## src/rtl/freq_meter_pkg.sv

```systemverilog
// Shared definitions for the frequency/period meter: period FSM encoding and
// helpers that derive counter widths from the gate length.
// Latency: n/a (types and constants only). Backpressure: none.
package freq_meter_pkg;

    // Period measurement FSM: idle until a first edge, then time to the next one.
    typedef enum logic {
        WAIT_FIRST = 1'b0,
        MEASURE    = 1'b1
    } per_state_e;

    // Gate counter runs 0..def_freq-1.
    function automatic int gate_w(input int def_freq);
        return (def_freq > 2) ? $clog2(def_freq) : 1;
    endfunction

    // per_cnt reaches def_freq exactly (timeout point), so it needs one more code.
    function automatic int per_w(input int def_freq);
        return $clog2(def_freq + 1);
    endfunction

    localparam int DEF_FREQ_DFLT = 27000000;
    localparam int GATE_W_DFLT   = gate_w(DEF_FREQ_DFLT);
    localparam int PER_W_DFLT    = per_w(DEF_FREQ_DFLT);

endpackage

```

## src/rtl/freq_meter_edge_sync.sv

```systemverilog
// Synchronizes an asynchronous level into clk and flags its rising edges.
// Latency: SYNC_STAGES cycles to sync_out; rise is combinational from the last stage.
// Backpressure: none; every sampled edge is reported once.
// Ports: clk, rst (async active-low), async_in -> sync_out (synced level),
//        rise (one-cycle pulse on a synced 0->1 transition).
module edge_sync #(
    parameter int SYNC_STAGES = 2
) (
    input  logic clk,
    input  logic rst,
    input  logic async_in,
    output logic sync_out,
    output logic rise
);

    logic [SYNC_STAGES-1:0] sync_q;
    logic                   prev_q;

    always_ff @(posedge clk or negedge rst) begin
        if (!rst) begin
            sync_q <= '0;
            prev_q <= 1'b0;
        end else begin
            // sync_q[0] is the metastability-exposed stage; the MSB is the clean one.
            sync_q <= {sync_q[SYNC_STAGES-2:0], async_in};
            prev_q <= sync_q[SYNC_STAGES-1];
        end
    end

    assign sync_out = sync_q[SYNC_STAGES-1];
    assign rise     = sync_q[SYNC_STAGES-1] & ~prev_q;

endmodule

```

## src/rtl/freq_meter.sv

```systemverilog
// Measures an async input: rising edges per DEF_FREQ-cycle gate and clk cycles between edges.
// Latency: input edge reaches counters SYNC_STAGES+1 edges after capture; outputs registered.
// Backpressure: none; freq_valid/period_valid are unconditional one-cycle pulses.
// Ports: clk, rst (async active-low), sig_in (async) -> freq/freq_valid, period/period_valid,
//        no_signal (last completed gate saw no edges).
module freq_meter
    import freq_meter_pkg::*;
#(
    parameter int DEF_FREQ    = 27000000,
    parameter int CNT_W       = 32,
    parameter int SYNC_STAGES = 2
) (
    input  logic             clk,
    input  logic             rst,
    input  logic             sig_in,
    output logic [CNT_W-1:0] freq,
    output logic             freq_valid,
    output logic [CNT_W-1:0] period,
    output logic             period_valid,
    output logic             no_signal
);

    localparam int GATE_W = gate_w(DEF_FREQ);
    localparam int PER_W  = per_w(DEF_FREQ);

    logic rise;
    logic sync_unused;

    edge_sync #(.SYNC_STAGES(SYNC_STAGES)) u_edge_sync (
        .clk      (clk),
        .rst      (rst),
        .async_in (sig_in),
        .sync_out (sync_unused),
        .rise     (rise)
    );

    // ---------------- gate window / edge counting ----------------
    logic [GATE_W-1:0] g_q, g_d;
    logic [CNT_W-1:0]  edge_cnt_q, edge_cnt_d;
    logic [CNT_W-1:0]  freq_q, freq_d;
    logic              freq_vld_q, freq_vld_d;
    logic              no_sig_q, no_sig_d;
    logic              gate_last;
    logic [CNT_W-1:0]  edge_sum;

    always_comb begin
        gate_last  = (g_q == GATE_W'(DEF_FREQ - 1));
        // Include this cycle's rise so an edge on the final gate cycle is not lost.
        edge_sum   = edge_cnt_q + CNT_W'(rise);
        g_d        = gate_last ? '0 : g_q + GATE_W'(1);
        edge_cnt_d = edge_sum;
        freq_d     = freq_q;
        freq_vld_d = 1'b0;
        no_sig_d   = no_sig_q;
        if (gate_last) begin
            edge_cnt_d = '0;
            freq_d     = edge_sum;
            freq_vld_d = 1'b1;
            no_sig_d   = (edge_sum == '0);
        end
    end

    always_ff @(posedge clk or negedge rst) begin
        if (!rst) begin
            g_q        <= '0;
            edge_cnt_q <= '0;
            freq_q     <= '0;
            freq_vld_q <= 1'b0;
            no_sig_q   <= 1'b0;
        end else begin
            g_q        <= g_d;
            edge_cnt_q <= edge_cnt_d;
            freq_q     <= freq_d;
            freq_vld_q <= freq_vld_d;
            no_sig_q   <= no_sig_d;
        end
    end

    // ---------------- period FSM ----------------
    per_state_e       state_q, state_d;
    logic [PER_W-1:0] per_cnt_q, per_cnt_d;
    logic [CNT_W-1:0] period_q, period_d;
    logic             per_vld_q, per_vld_d;

    always_ff @(posedge clk or negedge rst) begin
        if (!rst) begin
            state_q   <= WAIT_FIRST;
            per_cnt_q <= '0;
            period_q  <= '0;
            per_vld_q <= 1'b0;
        end else begin
            state_q   <= state_d;
            per_cnt_q <= per_cnt_d;
            period_q  <= period_d;
            per_vld_q <= per_vld_d;
        end
    end

    always_comb begin
        state_d   = state_q;
        per_cnt_d = per_cnt_q;
        period_d  = period_q;
        per_vld_d = 1'b0;
        case (state_q)
            WAIT_FIRST: begin
                if (rise) begin
                    state_d   = MEASURE;
                    per_cnt_d = PER_W'(1);
                end
            end
            MEASURE: begin
                // A rise on the timeout cycle still closes a valid measurement.
                if (rise) begin
                    period_d  = CNT_W'(per_cnt_q);
                    per_vld_d = 1'b1;
                    per_cnt_d = PER_W'(1);
                end else if (per_cnt_q == PER_W'(DEF_FREQ)) begin
                    state_d  = WAIT_FIRST;
                    period_d = '0;
                end else begin
                    per_cnt_d = per_cnt_q + PER_W'(1);
                end
            end
            default: state_d = WAIT_FIRST;
        endcase
    end

    assign freq         = freq_q;
    assign freq_valid   = freq_vld_q;
    assign period       = period_q;
    assign period_valid = per_vld_q;
    assign no_signal    = no_sig_q;

endmodule

```

## config.mk

```make
export PLATFORM = sky130hd
export DESIGN_NAME = freq_meter
export DESIGN_NICKNAME = d
export VERILOG_FILES = /design/src/rtl/freq_meter_pkg.sv /design/src/rtl/freq_meter_edge_sync.sv /design/src/rtl/freq_meter.sv
export SDC_FILE = /design/constraint.sdc
export NUM_CORES = 1
export LEC_CHECK = 0
export CAP_MARGIN = 20
export CORE_UTILIZATION = 63
export CTS_BUF_LIST = sky130_fd_sc_hd__clkbuf_2
export DETAILED_ROUTE_END_ITERATION = 7
export HOLD_SLACK_MARGIN = 0.15
export PLACE_DENSITY_LB_ADDON = 0.12
export SETUP_SLACK_MARGIN = 0.05
export SKIP_LAST_GASP = 1
export SLEW_MARGIN = 5
export SYNTH_ARGS = -nofsm -noshare
export SYNTH_HDL_FRONTEND = slang
export SYNTH_SLANG_ARGS = --single-unit
```

## constraint.sdc

```tcl
create_clock -name clk -period 8.7 [get_ports clk]
set_input_delay 1.305 -clock clk [delete_from_list [all_inputs] [get_ports clk]]
set_output_delay 1.305 -clock clk [all_outputs]
set_load 0.02 [all_outputs]
```

==> flow_metrics.py, run 1 <==
metrics = {
    "setup_path": {
        "critical_path_cell_with_the_highest_stage_delay": "sky130_fd_sc_hd__clkinv_1",
        "timing.critical_path.required_ns": 9.32,
        "criticalPathCategory": "flop to flop",
        "cp_max_fo": 27,
        "timing.critical_path.arrival_ns": 4.36,
        "timing.critical_path.cells": "nand2b_1, clkinv_1, ha_1, ha_1, and4_1, nand4_1, nor2_1, xnor2_1, nand4_1, or4_1, o22ai_2",
        "slowest_delay_ns": 0.59,
        "setup_crit_start_kind": "flop",
        "setup.worst_path.end_class": "flop",
    },
    "place": {
        "routability_congestion_estimate_from_global_placement": 0.9821,
        "place.detailed.hpwl_um": 9001,
        "place.port_buffers": 62,
        "placed_area_um2": 7236,
    },
    "routing": {
        "drc": 0,
        "wl_um": 13200,
        "post_drt_wl_per_cell_um": 15.73,
        "detail-route-antenna-nets": 0,
        "vias": 4920,
        "dr.pass1.iters": 5,
        "detailedRoute.firstIterationViolations": 268,
        "vias_per_cell": 5.864,
    },
    "sta": {
        "total_negative_slack_ns": 0,
        "final_min_period_over_clock_period_pct": 42.96,
        "period_needed_ns": 3.737,
        "relSlewSlack_pct": 38.26,
        "final.setup_skew_ns": 0.01928,
        "finalHoldViolations": 0,
        "clock.fmax_mhz": 267.6,
        "finalSetupViolCount": 0,
        "worst_slew_pin_slew_ns": 0.9261,
        "hold_slack_ns": 0.3951,
        "rsz0062_at_grt": "no",
        "slew_viol_final": 0,
    },
    "floorplan": {
        "core_area_um2": 9955,
        "initial_utilization_pct": 65.96,
        "floorplan.die.width_um": 104.1,
        "std_cell_rows": 36,
        "fp.dieArea_um2": 10830,
        "dieHeight_um": 104.1,
        "io_pins": 70,
    },
    "power": {
        "peakVddDrop_uv": 108.5,
        "power-per-cell-area_nw_per_um2": 164.3,
        "power.static_leakage_nw": 3.366,
    },
    "synth": {
        "synth-seq-area-share_pct": 55.64,
        "synth_edf_count": 0,
        "synth_area_um2": 6566,
        "postSynthRegisterBits": 146,
        "synth-main-ff-cell": "sky130_fd_sc_hd__dfrtp_1",
        "proportion_of_synthesized_flip_flops_having_asynchronous_set_or_reset_pct": 100.0,
        "yosys_warnings": 0,
        "synth_area_per_cell_um2": 10.28,
        "mapped_cells": 639,
        "synthDistinctLibCells": 43,
    },
    "run_status": {
        "outcome": "complete, no violations",
    },
    "cts": {
        "post_cts_buffers": 0,
        "cts_sink_count": 146,
        "post_cts_hold_buffer_count": 0,
        "cts_htree_levels": 4,
        "cts_max_path_buffers": 2,
        "clk_pin_slew_ns": 0.19,
        "ctsRootBufferMaster": "sky130_fd_sc_hd__clkbuf_2",
        "worstSkewPairLatency_ns": 0.68,
        "cts_made_buffers": 17,
        "cts_resized": 0,
        "cts_tree": "done",
    },
    "layout": {
        "final_area_um2": 7447,
        "final_common_cell": "sky130_fd_sc_hd__dfrtp_1",
        "antenna_cells": 0,
        "final_cell_mix": "146 x sky130_fd_sc_hd__dfrtp_1, 119 x sky130_fd_sc_hd__nor2_1, 61 x sky130_fd_sc_hd__clkdlybuf4s50_1",
        "layout-drive-gt1-share_pct": 6.232,
        "finalNetCount": 702,
        "flow.area_growth_from_synthesis_pct": 13.41,
    },
    "job": {
        "maxCapViolCount": 0,
    },
    "grt": {
        "largest_net_degree_at_the_start_of_global_routing": 77,
        "grt_remaining_overflow": 0,
        "antenna_violations_before_repair": 0,
        "first_global_vias": 4581,
        "wire_length_of_the_first_global_routing_pass_um": 22760,
        "gr-usage-all-layers_pct": 26.40,
    },
    "min_path": {
        "holdCritPathClass": "flop to flop",
    },
}
==> worst max-delay path, delay by kind of cell, from the launching register on <==
family	cells	cell delay, ns
AND/OR/NAND/NOR	6	1.48
adder cells (fa/ha/maj)	2	0.81
buffers and inverters	1	0.59
flip-flops	1	0.42
XOR/XNOR	1	0.27
AO/OA/AOI/OAI	1	0.10
==> registers in the layout (all words and copies together), names as in the netlist <==
register	count
edge_cnt_q	32
freq	32
g_q	25
per_cnt_q	25
period	25
u_edge_sync.sync_q	2
freq_valid	1
no_signal	1
period_valid	1
state_q	1
u_edge_sync.prev_q	1
==> path summary, 6_finish.rpt <==
path | from | endpoint | slack [ns] | depth (start not counted)
max | u_edge_sync.sync_q[1]$_DFF_PN0_ | no_signal$_DFFE_PN0P_ | 4.96 | 11
min | u_edge_sync.sync_q[0]$_DFF_PN0_ | u_edge_sync.sync_q[1]$_DFF_PN0_ | 0.40 | 0
max reg2reg | u_edge_sync.sync_q[1]$_DFF_PN0_ | no_signal$_DFFE_PN0P_ | 4.96 | 11
min reg2reg | u_edge_sync.sync_q[0]$_DFF_PN0_ | u_edge_sync.sync_q[1]$_DFF_PN0_ | 0.40 | 0
max in group asynchronous | rst | freq[29]$_DFFE_PN0P_ | 6.79 | 2
min in group asynchronous | rst | period[8]$_DFFE_PN0P_ | 0.57 | 1
==> stage by stage <==
stage               std cells  util [%]  setup slack (ns)  power, mW
floorplan                 645         -             5.557     0.8283
global placement          807     72.69             5.150     0.8722
detailed placement        807     72.69             5.007     0.8806
CTS                       839     74.81             4.952      1.233
global route              839     74.81             4.613      1.279
finish                    839     74.81             4.963      1.223
==> kinds of logic (layout without fill, tap and decap cells) <==
logic type / count (synthesis) / count (layout) / share of synthesized area, %
other: 1 / 7 / 0.05711
multiplexers: 5 / 5 / 0.8193
buffers and inverters: 51 / 112 / 3.449
AND/OR/NAND/NOR: 285 / 285 / 21.70
AO/OA/AOI/OAI: 74 / 74 / 7.717
adder cells (fa/ha/maj): 6 / 6 / 1.143
XOR/XNOR: 71 / 71 / 9.470
flip-flops: 146 / 146 / 55.64
==> per-layer routing <==
metal | share of wire (%) | vias to the layer above | wire length (um) | track usage (%)
met5 | 0 | - | 0 | 0
met4 | 1.7 | 0 | 223 | 10.10
met3 | 5.8 | 20 | 760 | 5.201
met2 | 47 | 198 | 6208 | 40.00
met1 | 45 | 2400 | 6004 | 37.99
li1 | - | 2302 | - | -
==> where the power goes <==
part	switching (mW)	total [mW]	internal (mW)
Clock	0.229	0.354	0.125
Sequential	0.0416	0.748	0.706
Combinational	0.0725	0.121	0.0488
Total	0.343	1.22	0.880
==> Yosys cell counts, types with 13 or more instances <==
cell | count | area [um^2]
sky130_fd_sc_hd__nand4_1 | 28 | 175.2
sky130_fd_sc_hd__dfrtp_1 | 146 | 3654
sky130_fd_sc_hd__nand3_1 | 32 | 160.2
sky130_fd_sc_hd__inv_1 | 14 | 52.55
sky130_fd_sc_hd__clkbuf_1 | 24 | 90.09
sky130_fd_sc_hd__a22o_1 | 25 | 219.0
sky130_fd_sc_hd__nand2_1 | 37 | 138.9
sky130_fd_sc_hd__xor2_1 | 36 | 315.3
sky130_fd_sc_hd__and3_1 | 13 | 81.33
sky130_fd_sc_hd__nor2_1 | 119 | 446.7
sky130_fd_sc_hd__xnor2_1 | 35 | 306.5
sky130_fd_sc_hd__a21oi_1 | 35 | 175.2
==> cell type report <==
type                    count  area (um^2)
fillers                   708         2507
clock inverters            14        121.4
repair buffers             65        644.4
flip-flops and latches    146         3654
multi-input cells         448         2715
well taps                 133        166.4
clock buffers              18        90.09
inverters                  15        56.30
Power figures use the tool's default switching activity.
==> run 2, diff against run 1 <==
Settings changed: CORE_UTILIZATION 63 to 53.
Clock period 8.7 ns to 3.36 ns, I/O delays scaled along.
==> flow_metrics.py, run 2 (synthesis gave the netlist of run 1 again) <==
metrics = {
    "cts": {
        "cts_made_buffers": 17,
        "cts_htree_levels": 4,
        "cts_sink_count": 146,
        "clk_pin_slew_ns": 0.23,
        "ctsRootBufferMaster": "sky130_fd_sc_hd__clkbuf_2",
        "worstSkewPairLatency_ns": 0.74,
        "cts_tree": "done",
        "cts_max_path_buffers": 2,
    },
    "sta": {
        "total_negative_slack_ns": 0,
        "timing.final.ws_setup_ns": 0.3925,
        "slew_viol_final": 0,
        "worst_slew_pin_slew_ns": 0.9782,
        "final.setup_skew_ns": 0.03207,
        "finalHoldViolations": 0,
        "relSlewSlack_pct": 34.78,
        "finalSetupViolCount": 0,
        "clock.fmax_mhz": 337.0,
        "rsz0062_at_grt": "no",
        "final_min_period_over_clock_period_pct": 88.32,
        "period_needed_ns": 2.968,
    },
    "layout": {
        "multi_input_comb_area_um2": 2721,
        "layout-drive-gt1-share_pct": 7.163,
        "register_area_um2": 3654,
        "final.fill_count": 1022,
        "flow.area_growth_from_synthesis_pct": 15.95,
        "antenna_cells": 0,
        "final_cell_mix": "146 x sky130_fd_sc_hd__dfrtp_1, 119 x sky130_fd_sc_hd__nor2_1, 61 x sky130_fd_sc_hd__clkdlybuf4s50_1",
        "final_common_cell": "sky130_fd_sc_hd__dfrtp_1",
        "finalNetCount": 708,
    },
    "floorplan": {
        "fp.dieArea_um2": 12840,
        "floorplan.die.width_um": 113.3,
        "std_cell_rows": 40,
        "dieHeight_um": 113.3,
        "core_area_um2": 12060,
        "initial_utilization_pct": 54.44,
        "io_pins": 70,
    },
    "place": {
        "place.detailed.hpwl_um": 8971,
        "detailedPlace.worstSlack_ns": 0.2155,
        "routability_congestion_estimate_from_global_placement": 0.8893,
        "place.port_buffers": 62,
    },
    "grt": {
        "gr-usage-met2_pct": 32.64,
        "top_usage_layer": "met2",
        "gr-usage-all-layers_pct": 22.46,
        "first_global_vias": 4579,
        "groute.layer.met1.usage_pct": 32.10,
        "antenna_violations_before_repair": 0,
        "wire_length_of_the_first_global_routing_pass_um": 22380,
        "global_route.usage.met3_pct": 5.410,
        "grt_remaining_overflow": 0,
        "largest_net_degree_at_the_start_of_global_routing": 114,
    },
    "power": {
        "power.static_leakage_nw": 3.410,
        "power-per-cell-area_nw_per_um2": 431.1,
        "peakVddDrop_uv": 333.1,
    },
    "routing": {
        "detailedRoute.firstIterationViolations": 220,
        "vias": 4832,
        "vias_per_cell": 5.491,
        "post_drt_wl_per_cell_um": 14.83,
        "wl_um": 13050,
        "dr.pass1.iters": 5,
        "drc": 0,
        "detail-route-antenna-nets": 0,
    },
    "setup_path": {
        "criticalPathCategory": "flop to flop",
        "setup_crit_start_kind": "flop",
        "cp_max_fo": 26,
        "timing.critical_path.arrival_ns": 3.66,
        "timing.critical_path.required_ns": 4.05,
        "setup.worst_path.end_class": "flop",
    },
    "run_status": {
        "outcome": "complete, no violations",
    },
    "min_path": {
        "holdCritPathClass": "input pin to asynchronous set/reset pin",
    },
    "job": {
        "maxCapViolCount": 0,
    },
}
==> run 2: repair_timing <==
action | 4_1_cts | 5_1_grt
endpoints found under the setup margin | 0 | 1
endpoints found under the hold margin | 74 | 0
setup buffers | 0 | 2
gates resized for setup | 0 | 1
hold buffers | 2 | 0
==> run 2: path summary, 6_finish.rpt <==
kind	startpoint	endpoint	slack [ns]	cells after the start
setup reg to reg	u_edge_sync.prev_q$_DFF_PN0_	no_signal$_DFFE_PN0P_	0.39	11
hold reg to reg	u_edge_sync.sync_q[1]$_DFF_PN0_	u_edge_sync.prev_q$_DFF_PN0_	0.41	0
hold / removal	rst	edge_cnt_q[22]$_DFF_PN0_	0.33	2
min in group clk	u_edge_sync.sync_q[1]$_DFF_PN0_	u_edge_sync.prev_q$_DFF_PN0_	0.41	0
setup / recovery	u_edge_sync.prev_q$_DFF_PN0_	no_signal$_DFFE_PN0P_	0.39	11
max in group asynchronous	rst	freq_valid$_DFF_PN0_	2.26	3
==> run 2: per-stage QoR <==
step           util, %  power, mW  instance area (um^2)  hold WS [ns]  std cells
6_report         63.12      3.282                  7614        0.3323        880
5_1_grt          63.12      3.433                  7614        0.3222        880
4_1_cts          62.95      3.314                  7592        0.2939        878
3_5_place_dp     60.68      2.278                  7320        0.3725        844
3_3_place_gp     60.68      2.265                  7320        0.3631        844
2_1_floorplan        -      2.145                  6589        0.2084        645
==> run 2: layer usage <==
metal  vias to the layer above  share of wire [%]
met2                       127                 46
met1                      2379                 48
met3                        19                4.2
met5                         -                  0
li1                       2307                  -
met4                         0                2.0
==> run 2: power by group <==
group	switching, mW	internal [mW]
clock	0.630	0.406
combinational	0.185	0.131
sequential	0.101	1.83
==> run 2: area by class of cell <==
| type | count | area share, % |
|---|---|---|
| Timing Repair Buffer | 71 | 9.449 |
| Tap cell | 168 | 2.761 |
| Inverter | 15 | 0.7395 |
| Sequential cell | 146 | 47.99 |
| Multi-Input combinational cell | 448 | 35.74 |
| Clock inverter | 15 | 2.202 |
| Clock buffer | 17 | 1.118 |
==> run 2: worst max-delay path: stages (launching register included) <==
cell and delay [ns]:
sky130_fd_sc_hd__dfrtp_1 0.40, sky130_fd_sc_hd__nand2b_1 0.18, sky130_fd_sc_hd__clkinv_1 0.08, sky130_fd_sc_hd__buf_4 0.27, sky130_fd_sc_hd__ha_1 0.30, sky130_fd_sc_hd__nand2_1 0.07
sky130_fd_sc_hd__or4_1 0.56, sky130_fd_sc_hd__nor2_1 0.16, sky130_fd_sc_hd__xnor2_1 0.18, sky130_fd_sc_hd__nand3_1 0.11, sky130_fd_sc_hd__or4_1 0.53, sky130_fd_sc_hd__o22ai_2 0.10
==> run 3, diff against run 2 <==
Settings changed: CELL_PAD_IN_SITES_DETAIL_PLACEMENT set to 0, CELL_PAD_IN_SITES_GLOBAL_PLACEMENT set to 1, CORE_UTILIZATION 53 to 42.
==> flow_metrics.py, run 3 (synthesis gave the netlist of run 1 again) <==
metrics = {
    "setup_path": {
        "timing.critical_path.required_ns": 3.97,
        "slowest_delay_ns": 0.59,
        "setup.worst_path.end_class": "flop",
        "critical_path_cell_with_the_highest_stage_delay": "sky130_fd_sc_hd__or4_1",
        "timing.critical_path.arrival_ns": 3.72,
        "timing.critical_path.cells": "nand2b_1, clkinv_1, buf_4, ha_2, nand2_1, or4_1, nor3_1, xnor2_1, nor4bb_2, nand4_1, o22ai_2",
        "cp.depth": 11,
        "buffering_stage_count_on_the_worst_path_with_inverters_included": 2,
        "setup_crit_start_kind": "flop",
        "cp_max_fo": 26,
        "rrSetupSlack_ns": 0.26,
        "criticalPathCategory": "flop to flop",
        "critical_path.top_delay_family": "simple AND/OR/NAND/NOR gates",
        "rr_endpoint": "no_signal$_DFFE_PN0P_",
        "regToRegStartpoint": "u_edge_sync.prev_q$_DFF_PN0_",
        "worstRegToRegCells": 11,
    },
    "sta": {
        "relSlewSlack_pct": 34.55,
        "slew_viol_final": 0,
        "hold_slack_ns": 0.3435,
        "worst_slew_pin_slew_ns": 0.9818,
        "final_min_period_over_clock_period_pct": 92.41,
        "finalHoldViolations": 0,
        "clock.fmax_mhz": 322.1,
        "rsz0062_at_grt": "no",
        "finalSetupViolCount": 0,
        "timing.final.ws_setup_ns": 0.2551,
        "total_negative_slack_ns": 0,
        "period_needed_ns": 3.105,
        "final.setup_skew_ns": 0.02529,
    },
    "power": {
        "clock_power_share_pct": 27.5,
        "p_switching_uw": 870.3,
        "combinationalPowerShare_pct": 10.4,
        "post_layout_power_mw": 3.110,
        "cell_internal_pwr_mw": 2.240,
        "peakVddDrop_uv": 208.9,
        "pwr-share-seq_pct": 62.1,
        "switching_share_pct": 27.98,
        "power.static_leakage_nw": 3.400,
        "power-per-cell-area_nw_per_um2": 411.1,
    },
    "place": {
        "place.port_buffers": 62,
        "place.detailed.hpwl_um": 9110,
        "detailedPlace.worstSlack_ns": 0.2130,
        "routability_congestion_estimate_from_global_placement": 0.8312,
        "place_inst": 863,
    },
    "routing": {
        "post_drt_wl_per_cell_um": 14.77,
        "vias_per_cell": 5.234,
        "drc": 0,
        "detail-route-antenna-nets": 0,
        "dr.pass1.iters": 6,
        "wl_um": 13280,
        "detailedRoute.firstIterationViolations": 234,
        "vias": 4705,
    },
    "grt": {
        "largest_net_degree_at_the_start_of_global_routing": 114,
        "grt_remaining_overflow": 0,
        "first_global_vias": 4504,
        "antenna_violations_before_repair": 1,
        "gr-usage-all-layers_pct": 17.79,
        "wire_length_of_the_first_global_routing_pass_um": 22450,
    },
    "floorplan": {
        "io_pins": 70,
        "initial_utilization_pct": 43.19,
        "core_area_um2": 15200,
        "floorplan.die.width_um": 127.0,
        "fp.dieArea_um2": 16140,
        "dieHeight_um": 127.0,
        "std_cell_rows": 45,
    },
    "min_path": {
        "holdCritPathClass": "input pin to asynchronous set/reset pin",
    },
    "run_status": {
        "outcome": "complete, no violations",
    },
    "cts": {
        "cts_made_buffers": 17,
        "worstSkewPairLatency_ns": 0.67,
        "cts_max_path_buffers": 2,
        "cts_htree_levels": 4,
        "clk_pin_slew_ns": 0.19,
        "ctsRootBufferMaster": "sky130_fd_sc_hd__clkbuf_2",
        "cts_sink_count": 146,
        "cts_tree": "done",
    },
    "layout": {
        "final_common_cell": "sky130_fd_sc_hd__dfrtp_1",
        "final.fill_count": 1428,
        "layout-drive-gt1-share_pct": 7.324,
        "final_cell_count_no_fill": 899,
        "flow.area_growth_from_synthesis_pct": 15.21,
        "finalNetCount": 706,
        "final_cell_mix": "146 x sky130_fd_sc_hd__dfrtp_1, 119 x sky130_fd_sc_hd__nor2_1, 61 x sky130_fd_sc_hd__clkdlybuf4s50_1",
    },
    "job": {
        "maxCapViolCount": 0,
    },
}
-- run 3: area by class of cell --
class / instances / area (um^2) / share of cell area [%]
clock buffer: 24 / 120.1 / 1.588
timing repair buffer: 69 / 704.4 / 9.312
antenna: 1 / 2.502 / 0.03308
sequential: 146 / 3654 / 48.30
clock inverter: 8 / 62.56 / 0.8270
tap: 188 / 235.2 / 3.109
multi-input combinational: 448 / 2730 / 36.09
inverter: 15 / 56.30 / 0.7443
-- run 3: worst reg2reg max path, stage by stage (launching register included) --
cell and delay, ns:
sky130_fd_sc_hd__dfrtp_1 0.39, sky130_fd_sc_hd__nand2b_1 0.19, sky130_fd_sc_hd__clkinv_1 0.09, sky130_fd_sc_hd__buf_4 0.28, sky130_fd_sc_hd__ha_2 0.30, sky130_fd_sc_hd__nand2_1 0.06, sky130_fd_sc_hd__or4_1 0.59, sky130_fd_sc_hd__nor3_1 0.26
sky130_fd_sc_hd__xnor2_1 0.20, sky130_fd_sc_hd__nor4bb_2 0.41, sky130_fd_sc_hd__nand4_1 0.18, sky130_fd_sc_hd__o22ai_2 0.14
-- run 3: stage by stage --
step / instance area, um^2 / utilization (%)
3_5_place_dp: 7337 / 48.26
6_report: 7565 / 49.76
5_1_grt: 7565 / 49.76
3_3_place_gp: 7337 / 48.26
4_1_cts: 7530 / 49.53
2_1_floorplan: 6589 / -
-- run 3: power groups by stage --
stage | clock network (mW) | logic, mW | registers [mW]
after floorplan | 0 | 0.199 | 1.95
after global placement | 0 | 0.319 | 1.96
after detailed placement | 0 | 0.322 | 1.96
after CTS | 0.894 | 0.325 | 1.93
after global routing | 0.959 | 0.368 | 1.95
final | 0.854 | 0.324 | 1.93
-- run 3: layer usage --
metal | GRT usage (%) | share of wire, % | up-vias
met4 | 6.653 | 1.2 | 0
li1 | - | - | 2307
met2 | 25.86 | 45 | 84
met1 | 25.21 | 49 | 2304
met3 | 5.151 | 4.5 | 10
met5 | 0 | 0 | -
-- run 3: how the worst max path moves through the flow --
stage / slack [ns] / endpoint / startpoint
floorplan: 0.22 / no_signal$_DFFE_PN0P_ / u_edge_sync.prev_q$_DFF_PN0_
global placement: 0.29 / no_signal$_DFFE_PN0P_ / u_edge_sync.prev_q$_DFF_PN0_
detailed placement: 0.21 / no_signal$_DFFE_PN0P_ / u_edge_sync.prev_q$_DFF_PN0_
CTS: 0.18 / no_signal$_DFFE_PN0P_ / u_edge_sync.prev_q$_DFF_PN0_
global route: 0.03 / no_signal$_DFFE_PN0P_ / u_edge_sync.prev_q$_DFF_PN0_
finish: 0.26 / no_signal$_DFFE_PN0P_ / u_edge_sync.prev_q$_DFF_PN0_
-- run 3: timing repair --
action | CTS | global route
hold buffers | 1 | 1
setup endpoints to repair | 0 | 1
endpoints found under the hold margin | 57 | 1
buffers inserted | 0 | 1
gates resized for setup | 0 | 3
